$ cat config.mk
export PLATFORM = sky130hd
export DESIGN_NAME = arith_unit_scheduler
export DESIGN_NICKNAME = d
export VERILOG_FILES = /design/src/rtl/arith_sched_pkg.sv /design/src/rtl/arith_unit_scheduler_rr_arbiter.sv /design/src/rtl/arith_unit_scheduler.sv
export SDC_FILE = /design/constraint.sdc
export NUM_CORES = 1
export LEC_CHECK = 0
export CAP_MARGIN = 10
export CELL_PAD_IN_SITES_DETAIL_PLACEMENT = 1
export CELL_PAD_IN_SITES_GLOBAL_PLACEMENT = 1
export CORE_MARGIN = 3
export CORE_UTILIZATION = 29
export CTS_BUF_LIST = sky130_fd_sc_hd__clkbuf_8 sky130_fd_sc_hd__clkbuf_16
export CTS_CLUSTER_SIZE = 25
export DETAILED_ROUTE_END_ITERATION = 12
export PLACE_DENSITY_LB_ADDON = 0.3
export SLEW_MARGIN = 20
export SYNTH_ARGS = -nofsm -noshare
export SYNTH_HDL_FRONTEND = slang
export SYNTH_SLANG_ARGS = --single-unit
$ cat constraint.sdc
create_clock -name i_clk -period 5.7 [get_ports i_clk]
set_input_delay 1.425 -clock i_clk [delete_from_list [all_inputs] [get_ports i_clk]]
set_output_delay 1.425 -clock i_clk [all_outputs]
set_load 0.02 [all_outputs]
$ cat src/rtl/arith_sched_pkg.sv
// Shared types and constants for the arithmetic-unit request scheduler.
package arith_sched_pkg;

   typedef enum logic [1:0] {
      OP_KONW   = 2'b00,
      OP_POROWN = 2'b01,
      OP_USTAW  = 2'b10,
      OP_PRZES  = 2'b11
   } op_t;

   typedef enum logic [1:0] {
      IDLE    = 2'b00,
      ISSUE   = 2'b01,
      CAPTURE = 2'b10,
      RESP    = 2'b11
   } state_t;

   localparam int ST_ERROR     = 3;
   localparam int ST_ODD_ZEROS = 2;
   localparam int ST_ZEROS     = 1;
   localparam int ST_OVERFLOW  = 0;

endpackage

$ cat src/rtl/arith_unit_scheduler_rr_arbiter.sv
// Two-way round-robin grant: a lone requester wins, a tie goes to the one not served last.
module rr_arbiter_2 (
   input  logic [1:0] i_req_valid,
   input  logic       i_last_gnt,
   output logic [1:0] o_grant,
   output logic       o_gnt_idx
);

   // Grant selection from the current request vector and the previous winner.
   always_comb begin
      o_grant   = 2'b00;
      o_gnt_idx = 1'b0;
      case (i_req_valid)
         2'b01: begin
            o_grant   = 2'b01;
            o_gnt_idx = 1'b0;
         end
         2'b10: begin
            o_grant   = 2'b10;
            o_gnt_idx = 1'b1;
         end
         2'b11: begin
            if (i_last_gnt) begin
               o_grant   = 2'b01;
               o_gnt_idx = 1'b0;
            end else begin
               o_grant   = 2'b10;
               o_gnt_idx = 1'b1;
            end
         end
         default: begin
            o_grant   = 2'b00;
            o_gnt_idx = 1'b0;
         end
      endcase
   end

endmodule

$ cat src/rtl/arith_unit_scheduler.sv
// Round-robin scheduler feeding one shared arithmetic unit; one operation in flight at a time.
module arith_unit_scheduler
   import arith_sched_pkg::*;
#(
   parameter int BITS  = 32,
   parameter int CNT_W = 16
) (
   input  logic                i_clk,
   input  logic                i_reset,
   input  logic [1:0]          i_req_valid,
   output logic [1:0]          o_req_ready,
   input  logic [2*BITS-1:0]   i_req_A,
   input  logic [2*BITS-1:0]   i_req_B,
   input  logic [3:0]          i_req_op,
   output logic [1:0]          o_rsp_valid,
   input  logic [1:0]          i_rsp_ready,
   output logic [BITS-1:0]     o_rsp_result,
   output logic [3:0]          o_rsp_status,
   output logic [BITS-1:0]     o_alu_A,
   output logic [BITS-1:0]     o_alu_B,
   output logic [1:0]          o_alu_op,
   input  logic [BITS-1:0]     i_alu_result,
   input  logic [3:0]          i_alu_status,
   output logic                o_busy,
   output logic [CNT_W-1:0]    o_err_count
);

   state_t           state_r, next_state_s;
   logic [1:0]       grant_s;
   logic             gnt_idx_s;
   logic             accept_s;
   logic             gnt_r, last_gnt_r;
   logic [BITS-1:0]  a_r, b_r, result_r;
   op_t              op_r;
   logic [3:0]       status_r;
   logic [1:0]       rsp_valid_r;
   logic             busy_r;
   logic [CNT_W-1:0] err_count_r;

   rr_arbiter_2 u_arb (
      .i_req_valid (i_req_valid),
      .i_last_gnt  (last_gnt_r),
      .o_grant     (grant_s),
      .o_gnt_idx   (gnt_idx_s)
   );

   // Ready is combinational on valid so an IDLE cycle can accept immediately.
   assign o_req_ready  = (state_r == IDLE) ? grant_s : 2'b00;
   assign accept_s     = (state_r == IDLE) && (grant_s != 2'b00);

   assign o_alu_A      = a_r;
   assign o_alu_B      = b_r;
   assign o_alu_op     = op_r;
   assign o_rsp_result = result_r;
   assign o_rsp_status = status_r;
   assign o_rsp_valid  = rsp_valid_r;
   assign o_busy       = busy_r;
   assign o_err_count  = err_count_r;

   // Next-state logic.
   always_comb begin
      next_state_s = state_r;
      case (state_r)
         IDLE: begin
            if (accept_s) begin
               next_state_s = ISSUE;
            end else begin
               next_state_s = IDLE;
            end
         end
         ISSUE:   next_state_s = CAPTURE;
         CAPTURE: next_state_s = RESP;
         RESP: begin
            if (i_rsp_ready[gnt_r]) begin
               next_state_s = IDLE;
            end else begin
               next_state_s = RESP;
            end
         end
         default: next_state_s = IDLE;
      endcase
   end

   // State register and registered busy flag.
   always_ff @(posedge i_clk or posedge i_reset) begin
      if (i_reset) begin
         state_r <= IDLE;
         busy_r  <= 1'b0;
      end else begin
         state_r <= next_state_s;
         busy_r  <= (next_state_s != IDLE);
      end
   end

   // Operand capture and grant bookkeeping on accept.
   always_ff @(posedge i_clk or posedge i_reset) begin
      if (i_reset) begin
         a_r        <= {BITS{1'b0}};
         b_r        <= {BITS{1'b0}};
         op_r       <= OP_KONW;
         gnt_r      <= 1'b0;
         last_gnt_r <= 1'b1;
      end else if (accept_s) begin
         a_r        <= gnt_idx_s ? i_req_A[2*BITS-1:BITS] : i_req_A[BITS-1:0];
         b_r        <= gnt_idx_s ? i_req_B[2*BITS-1:BITS] : i_req_B[BITS-1:0];
         op_r       <= op_t'(gnt_idx_s ? i_req_op[3:2] : i_req_op[1:0]);
         gnt_r      <= gnt_idx_s;
         last_gnt_r <= gnt_idx_s;
      end
   end

   // Response capture, response valid and saturating error count.
   always_ff @(posedge i_clk or posedge i_reset) begin
      if (i_reset) begin
         result_r    <= {BITS{1'b0}};
         status_r    <= 4'b0000;
         rsp_valid_r <= 2'b00;
         err_count_r <= {CNT_W{1'b0}};
      end else if (state_r == CAPTURE) begin
         result_r    <= i_alu_result;
         status_r    <= i_alu_status;
         rsp_valid_r <= gnt_r ? 2'b10 : 2'b01;
         if (i_alu_status[ST_ERROR] && (err_count_r != {CNT_W{1'b1}})) begin
            err_count_r <= err_count_r + CNT_W'(1);
         end
      end else if ((state_r == RESP) && i_rsp_ready[gnt_r]) begin
         rsp_valid_r <= 2'b00;
      end
   end

endmodule

==> results of run 1 <==
-- cell usage after synthesis, types with 3 or more instances --
master | instances | area [um^2]
buf_2 | 11 | 55.05
clkbuf_1 | 9 | 33.78
mux2i_1 | 66 | 660.6
nand2_1 | 81 | 304.0
nand4_1 | 3 | 18.77
nor2_1 | 8 | 30.03
nor3_1 | 3 | 15.01
mux2_2 | 37 | 416.7
xnor2_1 | 6 | 52.55
xor2_1 | 9 | 78.83
nand3_1 | 5 | 25.02
o21ai_0 | 70 | 350.3
dfrtp_1 | 124 | 3103
buf_4 | 5 | 37.54
a21oi_1 | 3 | 15.01
inv_1 | 8 | 30.03
-- critical path, delay by kind of cell --
family	cells	cell delay, ns
simple gates	1	0.22
buf+inv	3	1.30
compound gates	1	0.21
-- state kept, by name, indices dropped and copies added, names as in the netlist, 2 cells and up --
signal / flops
o_rsp_result: 32
o_rsp_valid: 2
o_alu_op: 2
state_r: 2
o_alu_B: 32
o_rsp_status: 4
o_alu_A: 32
o_err_count: 16
-- through the flow --
stage	area, um^2	instances	total power, mW
after global placement	8678	976	3.663
final	9210	1005	4.656
after floorplan	5472	471	2.610
after CTS	9210	1005	4.743
after global routing	9210	1005	4.962
after detailed placement	8678	976	3.739
-- layout make-up --
class,count,area (um^2),share of cell area (%)
flip-flops and latches,125,3129,33.98
repair buffers,301,3025,32.85
multi-input cells,313,2205,23.94
clock buffers,19,452.9,4.918
well taps,229,286.5,3.111
clock inverters,10,78.83,0.8559
inverters,8,32.53,0.3532
-- cell families after synthesis --
family | count (synthesis) | share of synthesized area (%)
compound gates | 79 | 7.889
simple gates | 115 | 9.742
xor+xnor | 15 | 2.401
flops | 125 | 57.19
fa+ha+maj | 1 | 0.2286
mux | 103 | 19.69
buf+inv | 33 | 2.858
-- power breakdown --
part | internal [mW] | switching [mW]
Clock | 0.607 | 0.363
Sequential | 1.28 | 0.237
Combinational | 1.07 | 1.10
Total | 2.96 | 1.70
-- worst max path at each step --
| stage | start | to | slack [ns] |
|---|---|---|---|
| final | i_req_valid[1] | o_req_ready[1] | 1.12 |
| after detailed placement | i_req_valid[1] | o_req_ready[1] | 1.12 |
| after CTS | i_req_valid[1] | o_req_ready[1] | 1.12 |
| after global placement | i_req_valid[1] | o_req_ready[1] | 1.18 |
| after floorplan | i_reset | gnt_r$_DFFE_PP0P_ | 0.95 |
| after global routing | i_req_valid[1] | o_req_ready[1] | 1.08 |
-- layer usage --
layer / GRT usage, % / up-vias / share of wire [%] / wire length [um]
li1: - / 2205 / - / -
met1: 17.88 / 2193 / 38 / 6538
met2: 28.35 / 203 / 51 / 8665
met3: 7.754 / 11 / 10 / 1774
met4: 4.063 / 0 / 0.97 / 167
met5: 0 / - / 0 / 0
==> impl_metrics.tcl, run 1 <==
set metrics [dict create \
    status "completed" \
    synth_nets 646 \
    drt_pre_antenna_iters 6 \
    setup_viol 0 \
    r2r_slack_ns 3.39 \
    critPathMaxFanout 3 \
    post_drt_wl_per_cell_um 17.06 \
    worstPathCellList "clkdlybuf4s50_1 > inv_1 > o21ai_0 > and2_1 > clkdlybuf4s50_1" \
    grt_use_total_pct 16.25 \
    cp_slowest_cell "clkdlybuf4s50_1" \
    holdCritStartpoint "o_alu_A[31]$_DFFE_PP0P_" \
    maxCapViolations 0 \
    synth_seq_cells 125 \
    netlist_area_mm2 0.005471 \
    r2r_start "state_r[0]$_DFF_PP0_" \
    drive_gt1_share_pct 10.31 \
    rsz0062_at_grt "false" \
    rr_worst_depth 5 \
    syn_inst 471 \
    crit_path_max_incr_delay_ns 0.63 \
    p_per_area_mw_per_mm2 505.5 \
    ctsResizeCount 0 \
    fill_cells 1964 \
    vias 4612 \
    p_leak_nw 4.001 \
    synth_flop_cell "dfrtp_1" \
    cts_tree "yes" \
    die_h_um 143.4 \
    cts_num_sinks 125 \
    tns_ns 0 \
    coreArea_mm2 0.01827 \
    timing.rr.end "o_err_count[1]$_DFFE_PP0P_" \
    holdWs_ns 0.4748 \
    cts_root_buffer "clkbuf_16" \
    yosys.cell_types.count 36 \
    vias_per_cell 4.589 \
    grt_pass1_vias 5047 \
    criticalPathCategory "in -> out" \
    required_ns 4.28 \
    hp-class "reg -> reg" \
    dp_hpwl_um 13450 \
    area_delta_synth_final_pct 68.33 \
    synth-edff-count 0 \
    placement.io_buffers 296 \
    seq_area_frac_synth_pct 57.19 \
    routed_wl_um 17150 \
    cts_setup_buffers 0 \
    critPathMostFrequentCell "clkdlybuf4s50_1" \
    final_cell_mix "clkdlybuf4s50_1 (296), dfrtp_1 (124), nand2_1 (81)" \
    antenna_found_initial 0 \
    fin_crit_sh_pct 80.38 \
    hold_violations 0 \
    async_reset_ff_share_pct 100.0 \
    min_period_ns 4.581 \
    synth_warnings 0 \
    htreeDepth 4 \
    end_kind "primary output" \
    grt_first_pass_wirelength_um 25990 \
    min_path_cells 2 \
    clockBufferDepth 2 \
    initialDrtViolationCount 109 \
    worst_pin_slew_ns 0.9098 \
    fp.dieArea_mm2 0.02055 \
    avgSynthCellArea_um2 11.62 \
    final_common_cell "clkdlybuf4s50_1" \
    hold_end "o_alu_A[31]$_DFFE_PP0P_" \
    drtAntennaViolNets 0 \
    start_util_pct 29.95 \
    critical_path.startpoint_type "input pin" \
    fmax_mhz 218.3 \
    die_x_um 143.4 \
    overflow 0 \
    slew_headroom_pct 39.35 \
    drc 0 \
    crit_arrival_ns 3.16 \
    path_clk_slew_ns 0.05 \
    routabilityCongestion 0.7625 \
    slew_violations 0 \
    fin_ws_ns 1.119 \
    hold_buffers 0 \
    final_nets 941 \
    clkLatencyLatePin_ns 0.40 \
    antenna_cells 0 \
    ir_drop_uv 173.2 \
    fin_util_pct 50.41 \
    grt_max_degree 136 \
    rows 49 \
    pre_cts_ws_ns 1.122 \
    io_pins 297 \
    numCtsBuffers 17 \
    finClkSkew_ns 0.005827 \
]
Note: power is estimated with default switching activity, not from simulation.
==> inputs of run 2 (changes only) <==
==> constraint.sdc (replaced) <==
create_clock -name i_clk -period 4.5 [get_ports i_clk]
set_input_delay 1.125 -clock i_clk [delete_from_list [all_inputs] [get_ports i_clk]]
set_output_delay 1.125 -clock i_clk [all_outputs]
set_load 0.02 [all_outputs]
==> impl_metrics.tcl, run 2 (synthesis results as in run 1) <==
set metrics [dict create \
    post_drt_wl_per_cell_um 17.31 \
    switching_share_pct 36.04 \
    initialDrtViolationCount 102 \
    min_path_cells 2 \
    overflow 0 \
    io_pins 297 \
    grt_first_pass_wirelength_um 26500 \
    end_kind "primary output" \
    routabilityCongestion 0.7741 \
    start_util_pct 29.95 \
    clkLatencyLatePin_ns 0.40 \
    pwr-share-seq_pct 31.8 \
    hold_buffers 0 \
    setup_viol 0 \
    grt_use_total_pct 16.68 \
    area_delta_synth_final_pct 69.97 \
    min_period_ns 3.934 \
    cts_root_buffer "clkbuf_16" \
    internal-power_mw 3.876 \
    combPwrFrac_pct 45.6 \
    grt_pass1_vias 5097 \
    die_x_um 143.4 \
    placement.io_buffers 296 \
    final_cell_mix "clkdlybuf4s50_1 (296), dfrtp_1 (124), nand2_1 (81)" \
    fp.dieArea_mm2 0.02055 \
    p_per_area_mw_per_mm2 651.7 \
    rsz0062_at_grt "false" \
    power.share.clock_pct 22.6 \
    grt_max_degree 97 \
    slew_violations 0 \
    cts_tree "yes" \
    status "completed" \
    fin_crit_sh_pct 87.42 \
    numCtsBuffers 17 \
    critical_path.startpoint_type "input pin" \
    coreArea_mm2 0.01827 \
    fmax_mhz 254.2 \
    htreeDepth 4 \
    vias 4647 \
    final_common_cell "clkdlybuf4s50_1" \
    drive_gt1_share_pct 10.90 \
    drt_pre_antenna_iters 4 \
    criticalPathCategory "in -> out" \
    rows 49 \
    maxCapViolations 0 \
    critPathMaxFanout 3 \
    die_h_um 143.4 \
    ctsResizeCount 0 \
    dp_hpwl_um 13620 \
    ir_drop_uv 225.9 \
    vias_per_cell 4.606 \
    p_leak_nw 4.041 \
    fin_util_pct 50.90 \
    required_ns 3.38 \
    antenna_cells 0 \
    drc 0 \
    path_clk_slew_ns 0.05 \
    drtAntennaViolNets 0 \
    tns_ns 0 \
    antenna_found_initial 0 \
    crit_arrival_ns 2.81 \
    cts_num_sinks 125 \
    finClkSkew_ns 0.005570 \
    worst_pin_slew_ns 0.6476 \
    slew_headroom_pct 56.83 \
    clockBufferDepth 2 \
    hold_violations 0 \
    rr_worst_depth 6 \
    hp-class "reg -> reg" \
    p_switching_mw 2.184 \
    routed_wl_um 17460 \
    final_nets 942 \
    cts_setup_buffers 0 \
]
-- run 2: area by class of cell --
cell class | count | area [um^2]
clock buffers | 19 | 452.9
clock inverters | 13 | 148.9
fillers | 1931 | 8970
inverters | 8 | 32.53
multi-input cells | 313 | 2205
flip-flops and latches | 125 | 3129
well taps | 229 | 286.5
repair buffers | 302 | 3045
-- run 2: final timing paths --
path,start,to,slack [ns]
worst max-delay path,i_req_valid[1],o_req_ready[1],0.57
worst min-delay path,o_alu_B[12]$_DFFE_PP0P_,o_alu_B[12]$_DFFE_PP0P_,0.48
worst max register to register,state_r[0]$_DFF_PP0_,o_err_count[4]$_DFFE_PP0P_,2.17
worst min register to register,o_alu_B[12]$_DFFE_PP0P_,o_alu_B[12]$_DFFE_PP0P_,0.48
max in group asynchronous,i_reset,o_alu_op[0]$_DFFE_PP0P_,2.54
min in group asynchronous,i_reset,o_rsp_status[0]$_DFFE_PP0P_,1.16
-- run 2: metrics by stage --
stage,cell area (um^2),total power [mW],instances,hold slack [ns],worst slack [ns]
after floorplan,5472,3.307,471,0.4988,0.04907
after global placement,8698,4.644,977,0.4598,0.5696
after detailed placement,8698,4.757,977,0.4690,0.5568
after CTS,9300,6.179,1009,0.4801,0.5529
after global routing,9300,6.452,1009,0.5024,0.4797
final,9300,6.061,1009,0.4757,0.5660
-- run 2: critical path, cell delays in order --
cell and delay (ns):
clkdlybuf4s50_1 0.55, inv_1 0.10, o21ai_0 0.21, and2_1 0.20
clkdlybuf4s50_1 0.62
-- run 2: routing by layer --
layer,wire length (um),GRT usage (%),part of all wire [%]
met4,224,5.401,1.3
met3,1730,7.321,9.9
met5,0,0,0
met1,6647,18.33,38
met2,8860,29.02,51
-- run 2: power by group through the flow --
| stage | Sequential [mW] | Combinational, mW | Clock (mW) |
|---|---|---|---|
| 2_1_floorplan | 2.48 | 0.826 | 0 |
| 3_3_place_gp | 1.91 | 2.73 | 0 |
| 3_5_place_dp | 1.95 | 2.81 | 0 |
| 4_1_cts | 1.94 | 2.82 | 1.42 |
| 5_1_grt | 2.01 | 2.98 | 1.47 |
| 6_report | 1.93 | 2.76 | 1.37 |
